==> src/rtl/keypad_scan_control.sv <==
// keypad_scan_control: 4x4 keypad column scanner with frame-level debounce and 4-digit hex entry register.
// Rows are synchronised, sampled once per column dwell, and classified per 4-column frame.
module keypad_scan_control #(
    parameter int SCAN_TICKS      = 100_000,
    parameter int DEBOUNCE_FRAMES = 4
) (
    input  logic       clk_100MHz,
    input  logic       reset_n,
    input  logic [3:0] row,
    input  logic       clear,
    output logic [3:0] col,
    output logic [3:0] key_code,
    output logic       key_valid,
    output logic       key_held,
    output logic [3:0] ones,
    output logic [3:0] tens,
    output logic [3:0] hundreds,
    output logic [3:0] thousands
);
    localparam int TW = $clog2(SCAN_TICKS);
    localparam int CW = $clog2(DEBOUNCE_FRAMES + 1);
    localparam logic [CW-1:0] DF_C = CW'(DEBOUNCE_FRAMES);
    localparam logic DF1 = (DEBOUNCE_FRAMES == 1);

    typedef enum logic [1:0] {S_IDLE, S_DEB, S_PRESSED, S_REL} state_t;

    state_t        r_state;
    logic [3:0]    r_sync1, r_sync2;
    logic [TW-1:0] r_timer;
    logic [1:0]    r_cs;
    logic [1:0]    r_np;
    logic [3:0]    r_code;
    logic [CW-1:0] r_cnt;
    logic [3:0]    r_cand;
    logic [3:0]    r_key_code;
    logic          r_valid;
    logic          r_held;
    logic [15:0]   r_digits;

    logic          w_wrap, w_frame_end, w_single, w_match, w_accept;
    logic [3:0]    w_low;
    logic [2:0]    w_cnt_col, w_sum;
    logic [1:0]    w_np, w_ridx;
    logic [3:0]    w_code;
    logic [CW-1:0] w_cnt_inc;

    assign w_wrap      = r_timer == TW'(SCAN_TICKS - 1);
    assign w_frame_end = w_wrap && r_cs == 2'd3;
    assign w_low       = ~r_sync2;
    assign w_cnt_col   = {2'b0, w_low[0]} + {2'b0, w_low[1]} + {2'b0, w_low[2]} + {2'b0, w_low[3]};
    assign w_sum       = {1'b0, r_np} + w_cnt_col;
    assign w_np        = (w_sum >= 3'd2) ? 2'd2 : w_sum[1:0];
    assign w_ridx      = w_low[0] ? 2'd0 : w_low[1] ? 2'd1 : w_low[2] ? 2'd2 : 2'd3;
    // The code is only meaningful when exactly one press was seen this frame
    assign w_code      = (r_np == 2'd0) ? {w_ridx, r_cs} : r_code;
    assign w_single    = w_np == 2'd1;
    assign w_match     = w_single && w_code == r_cand;
    assign w_cnt_inc   = r_cnt + 1'b1;
    assign w_accept    = w_frame_end && w_single &&
                         ((r_state == S_IDLE && DF1) || (r_state == S_DEB && w_match && w_cnt_inc == DF_C));

    assign col       = ~(4'b0001 << r_cs);
    assign key_code  = r_key_code;
    assign key_valid = r_valid;
    assign key_held  = r_held;
    assign {thousands, hundreds, tens, ones} = r_digits;

    always_ff @(posedge clk_100MHz or negedge reset_n) begin
        if (!reset_n) begin
            r_state    <= S_IDLE;
            r_sync1    <= 4'hF;
            r_sync2    <= 4'hF;
            r_timer    <= '0;
            r_cs       <= '0;
            r_np       <= '0;
            r_code     <= '0;
            r_cnt      <= '0;
            r_cand     <= '0;
            r_key_code <= '0;
            r_valid    <= 1'b0;
            r_held     <= 1'b0;
            r_digits   <= '0;
        end else begin
            r_sync1 <= row;
            r_sync2 <= r_sync1;
            r_valid <= w_accept;
            r_timer <= w_wrap ? '0 : r_timer + 1'b1;
            if (w_wrap) begin
                r_cs   <= r_cs + 2'd1;
                r_np   <= w_frame_end ? 2'd0 : w_np;
                r_code <= w_code;
            end
            if (w_accept)
                r_key_code <= w_code;
            if (clear)
                r_digits <= '0;
            else if (w_accept)
                r_digits <= {r_digits[11:0], w_code};
            if (w_frame_end) begin
                case (r_state)
                    S_IDLE: if (w_single) begin
                        r_cand  <= w_code;
                        r_cnt   <= CW'(1);
                        r_state <= DF1 ? S_PRESSED : S_DEB;
                        r_held  <= DF1;
                    end
                    S_DEB: if (w_match) begin
                        r_cnt <= w_cnt_inc;
                        if (w_cnt_inc == DF_C) begin
                            r_state <= S_PRESSED;
                            r_held  <= 1'b1;
                        end
                    end else if (w_single) begin
                        r_cand <= w_code;
                        r_cnt  <= CW'(1);
                    end else begin
                        r_state <= S_IDLE;
                    end
                    S_PRESSED: if (!w_match) begin
                        r_cnt   <= CW'(1);
                        r_state <= DF1 ? S_IDLE : S_REL;
                        r_held  <= !DF1;
                    end
                    S_REL: if (w_match) begin
                        r_state <= S_PRESSED;
                    end else if (w_cnt_inc == DF_C) begin
                        r_state <= S_IDLE;
                        r_held  <= 1'b0;
                    end else begin
                        r_cnt <= w_cnt_inc;
                    end
                    default: r_state <= S_IDLE;
                endcase
            end
        end
    end
endmodule
==> config.mk <==
export PLATFORM = sky130hd
export DESIGN_NAME = keypad_scan_control
export DESIGN_NICKNAME = d
export VERILOG_FILES = /design/src/rtl/keypad_scan_control.sv
export SDC_FILE = /design/constraint.sdc
export NUM_CORES = 1
export LEC_CHECK = 0
export BUFFER_PORTS_ARGS = -buffer_cell sky130_fd_sc_hd__buf_2
export CAP_MARGIN = 0
export CORE_UTILIZATION = 40
export DETAILED_ROUTE_END_ITERATION = 12
export PLACE_DENSITY = 0.56
export SYNTH_ARGS = -nofsm -noshare
export SYNTH_HDL_FRONTEND = slang
export SYNTH_SLANG_ARGS = --single-unit
==> constraint.sdc <==
create_clock -name clk_100MHz -period 4 [get_ports clk_100MHz]
set_clock_uncertainty 0.1 [all_clocks]
set_input_delay 0.8 -clock clk_100MHz [delete_from_list [all_inputs] [get_ports clk_100MHz]]
set_output_delay 0.8 -clock clk_100MHz [all_outputs]
set_load 0.02 [all_outputs]
==> results by group <==
STA
  – Post-layout min period: 3.79 ns
  – Aggregate negative setup slack: 0 ns
  – Hold slack: 0.245 ns
  – Maximum frequency from static timing analysis: 0.264 GHz
  – Post-route fraction of the period consumed by the critical path: 94.9%
  – Worst slew margin relative to its limit: 54.8%
  – Final count of pins violating max slew: 0
  – Pin slew with the least headroom to its limit: 0.670 ns
  – Endpoints failing hold: 0
  – Setup repair after global routing missed its margin: no
  – Number of failing setup endpoints in the final timing report: 0

Place
  – Buffers added on ports: 32
  – Area of placed instances: 0.00370 mm^2
  – Number of cells in the design after placement: 457
  – Detailed Place HPWL: 5050 um
  – GPL Wtd Cong: 0.854

CTS
  – Clock transition at the registers of the reported paths: 0.08 ns
  – CTS Buffer Depth: 2
  – Number of cells upsized or downsized after cts: 0
  – Clock net sink count: 64
  – Hold buffer count at CTS: 0
  – Root Driver: sky130_fd_sc_hd__clkbuf_8
  – Post CTS Setup Buffer Count: 0
  – Worst-skew pair later-pin latency: 0.34 ns
  – Total clock buffers created by CTS: 9
  – CTS tree: done
  – H-Tree Level Count: 3

Yosys
  – Count of warnings emitted by yosys: 0
  – Post-Syn Area: 0.00341 mm^2
  – Proportion of synthesized chip area in sequential cells: 47.2%
  – Count of flip-flops with a built-in enable after synthesis: 0
  – Total of flip-flops plus latches after synthesis: 64
  – Post-synthesis cell type count: 67
  – Average size of a mapped cell: 10.4 um^2
  – Synthesized instance count: 327
  – Synthesized Nets: 349
  – Ys async rst share: 100%
  – Predominant post-synthesis flop cell: sky130_fd_sc_hd__dfrtp_1

Cells and area
  – Final-stage net count: 385
  – Design area: 0.00390 mm^2
  – Antenna Diode Count: 0
  – Area overhead of the layout relative to synthesis: 14.3%
  – Share of post-route cells with drive strength above 1: 23.9%
  – Non-filler instance count after layout: 473

Drt
  – DRC viols: 0
  – Routed vias/inst: 5.31
  – Iteration-0 DRC Markers: 124
  – First-pass iteration count of the detailed router: 6
  – Detailed-route wire length: 7040 um
  – Average wire per standard cell: 14.9 um
  – Remaining antenna violation count after routing: 0
  – DR vias: 2512

Run status
  – Status: finished clean

Flow run
  – Number of maximum-capacitance violations: 0

Critical path
  – Worst-path maximum fanout: 7
  – Data arrival at the endpoint of the critical path: 3.92 ns
  – Critical path required time: 4.13 ns
  – Crit path kind: register to register
  – Endpoint class of the critical path: register
  – Startpoint type of the worst setup path: register

Global routing
  – Pin count of the biggest net entering global routing: 52
  – Via count of the first global-routing pass: 2479
  – Total routing usage reported by global routing: 17.7%
  – Initial antenna violation count: 0
  – Overflow left after global routing: 0
  – Global-route wire length before repair: 12000 um

Pwr
  – Power density relative to cell area: 326 mW/mm^2
  – Maximum VDD drop: 0.199 mV
  – Static leakage: 1.75 nW

Floorplan
  – Ports placed on the boundary: 33
  – Standard cell core area: 0.00822 mm^2
  – Initial cell density of the core: 41.5%
  – Area of the die: 0.00890 mm^2
  – Number of rows in the core area: 33
  – X dimension of the die: 94.3 um
  – Die Ht: 94.3 um

Hold path
  – Hold crit path type: primary input to async pin
[flip-flops by register name (all words and copies together) (netlist names), 3 cells and up, named ones only]
signal,cells
r_timer,17
r_digits,16
key_code,4
r_cand,4
r_code,4
r_sync1,4
r_sync2,4
r_cnt,3
[through the flow]
step | setup slack [ns] | utilization (%) | power, mW
2_1_floorplan | 0.395 | - | 0.706
3_3_place_gp | 0.346 | 45.0 | 0.733
3_5_place_dp | 0.256 | 45.0 | 0.735
4_1_cts | 0.218 | 47.4 | 1.29
5_1_grt | 0.0316 | 47.4 | 1.33
6_report | 0.205 | 47.4 | 1.27
[worst max-delay path, stage by stage (launching register included)]
cell	delay, ns
sky130_fd_sc_hd__dfstp_2	0.40
sky130_fd_sc_hd__fa_1	0.53
sky130_fd_sc_hd__inv_1	0.05
sky130_fd_sc_hd__fa_1	0.38
sky130_fd_sc_hd__fa_1	0.44
sky130_fd_sc_hd__nor2_1	0.18
sky130_fd_sc_hd__nand2_1	0.26
sky130_fd_sc_hd__a221o_2	0.45
sky130_fd_sc_hd__o41ai_1	0.35
sky130_fd_sc_hd__a41o_1	0.26
sky130_fd_sc_hd__mux2_4	0.30
[power breakdown]
group / internal [mW] / switching, mW / leakage [nW]
clock network: 0.304 / 0.245 / 0.0993
logic: 0.0193 / 0.0458 / 0.803
registers: 0.654 / 0.00237 / 0.852
[cells by family (layout without fill, tap and decap cells)]
logic type	after synthesis	after routing	synth area share, %
compound gates	83	83	17.0
fa+ha+maj	15	15	6.16
buf+inv	34	75	4.07
xor+xnor	17	17	4.59
flops	64	64	47.2
mux	8	8	2.64
simple gates	106	106	18.3
[Yosys cell counts (3+ instances only)]
master / instances / area, um^2
sky130_fd_sc_hd__nand2b_1: 3 / 18.8
sky130_fd_sc_hd__a31oi_1: 3 / 18.8
sky130_fd_sc_hd__dfstp_2: 8 / 210
sky130_fd_sc_hd__o211ai_1: 3 / 22.5
sky130_fd_sc_hd__nand4_1: 3 / 18.8
sky130_fd_sc_hd__inv_1: 21 / 78.8
sky130_fd_sc_hd__and2_1: 3 / 18.8
sky130_fd_sc_hd__xnor2_1: 11 / 96.3
sky130_fd_sc_hd__dfrtp_1: 56 / 1400
sky130_fd_sc_hd__a21oi_1: 21 / 105
sky130_fd_sc_hd__nand2_1: 17 / 63.8
sky130_fd_sc_hd__and3_1: 7 / 43.8
sky130_fd_sc_hd__mux2_2: 4 / 45.0
sky130_fd_sc_hd__nand3_1: 26 / 130
sky130_fd_sc_hd__clkbuf_1: 8 / 30.0
sky130_fd_sc_hd__xor2_1: 5 / 43.8
sky130_fd_sc_hd__buf_2: 3 / 15.0
sky130_fd_sc_hd__fa_1: 3 / 60.1
sky130_fd_sc_hd__o31ai_1: 3 / 22.5
sky130_fd_sc_hd__nor3b_1: 4 / 30.0
sky130_fd_sc_hd__o21a_1: 4 / 30.0
sky130_fd_sc_hd__ha_1: 12 / 150
sky130_fd_sc_hd__nor2_1: 19 / 71.3
sky130_fd_sc_hd__or2_2: 3 / 18.8
sky130_fd_sc_hd__o21ai_0: 27 / 135
sky130_fd_sc_hd__mux2i_1: 3 / 30.0
[layout make-up]
| cell class | count | area (um^2) |
|---|---|---|
| flip-flops and latches | 64 | 1610 |
| inverters | 21 | 78.8 |
| clock buffers | 11 | 141 |
| well taps | 105 | 131 |
| multi-input cells | 229 | 1660 |
| repair buffers | 38 | 218 |
| clock inverters | 5 | 56.3 |
| fillers | 794 | 4320 |
[layer usage]
| layer | GRT usage [%] | up-vias | routed length (um) |
|---|---|---|---|
| li1 | - | 1244 | - |
| met1 | 24.5 | 1191 | 3400 |
| met2 | 26.4 | 66 | 3260 |
| met3 | 4.59 | 11 | 301 |
| met4 | 7.31 | 0 | 80 |
| met5 | 0 | - | 0 |
[path summary, 6_finish.rpt]
check	slack (ns)	endpoint	from	depth (start not counted)
setup / recovery	0.21	key_held$_DFFE_PN0P_	r_sync2[0]$_DFF_PN1_	10
hold / removal	0.25	r_cnt[1]$_DFFE_PN0P_	reset_n	1
setup reg to reg	0.21	key_held$_DFFE_PN0P_	r_sync2[0]$_DFF_PN1_	10
hold reg to reg	0.26	r_sync2[2]$_DFF_PN1_	r_sync1[2]$_DFF_PN1_	0
max in group asynchronous	2.60	r_timer[13]$_DFF_PN0_	reset_n	2
min in group clk_100MHz	0.26	r_sync2[2]$_DFF_PN1_	r_sync1[2]$_DFF_PN1_	0
[layout by cell type (no fill, tap or decap), types with 5 or more instances in the layout]
cell / n
sky130_fd_sc_hd__nor2_1: 19
sky130_fd_sc_hd__o21ai_0: 27
sky130_fd_sc_hd__nand3_1: 26
sky130_fd_sc_hd__dfrtp_1: 56
sky130_fd_sc_hd__xnor2_1: 11
sky130_fd_sc_hd__and3_1: 7
sky130_fd_sc_hd__a21oi_1: 21
sky130_fd_sc_hd__xor2_1: 5
sky130_fd_sc_hd__buf_2: 32
sky130_fd_sc_hd__clkbuf_8: 10
sky130_fd_sc_hd__buf_4: 5
sky130_fd_sc_hd__dfstp_2: 8
sky130_fd_sc_hd__nand2_1: 17
sky130_fd_sc_hd__ha_1: 12
sky130_fd_sc_hd__inv_1: 21
(Power assumes the default switching activity.)
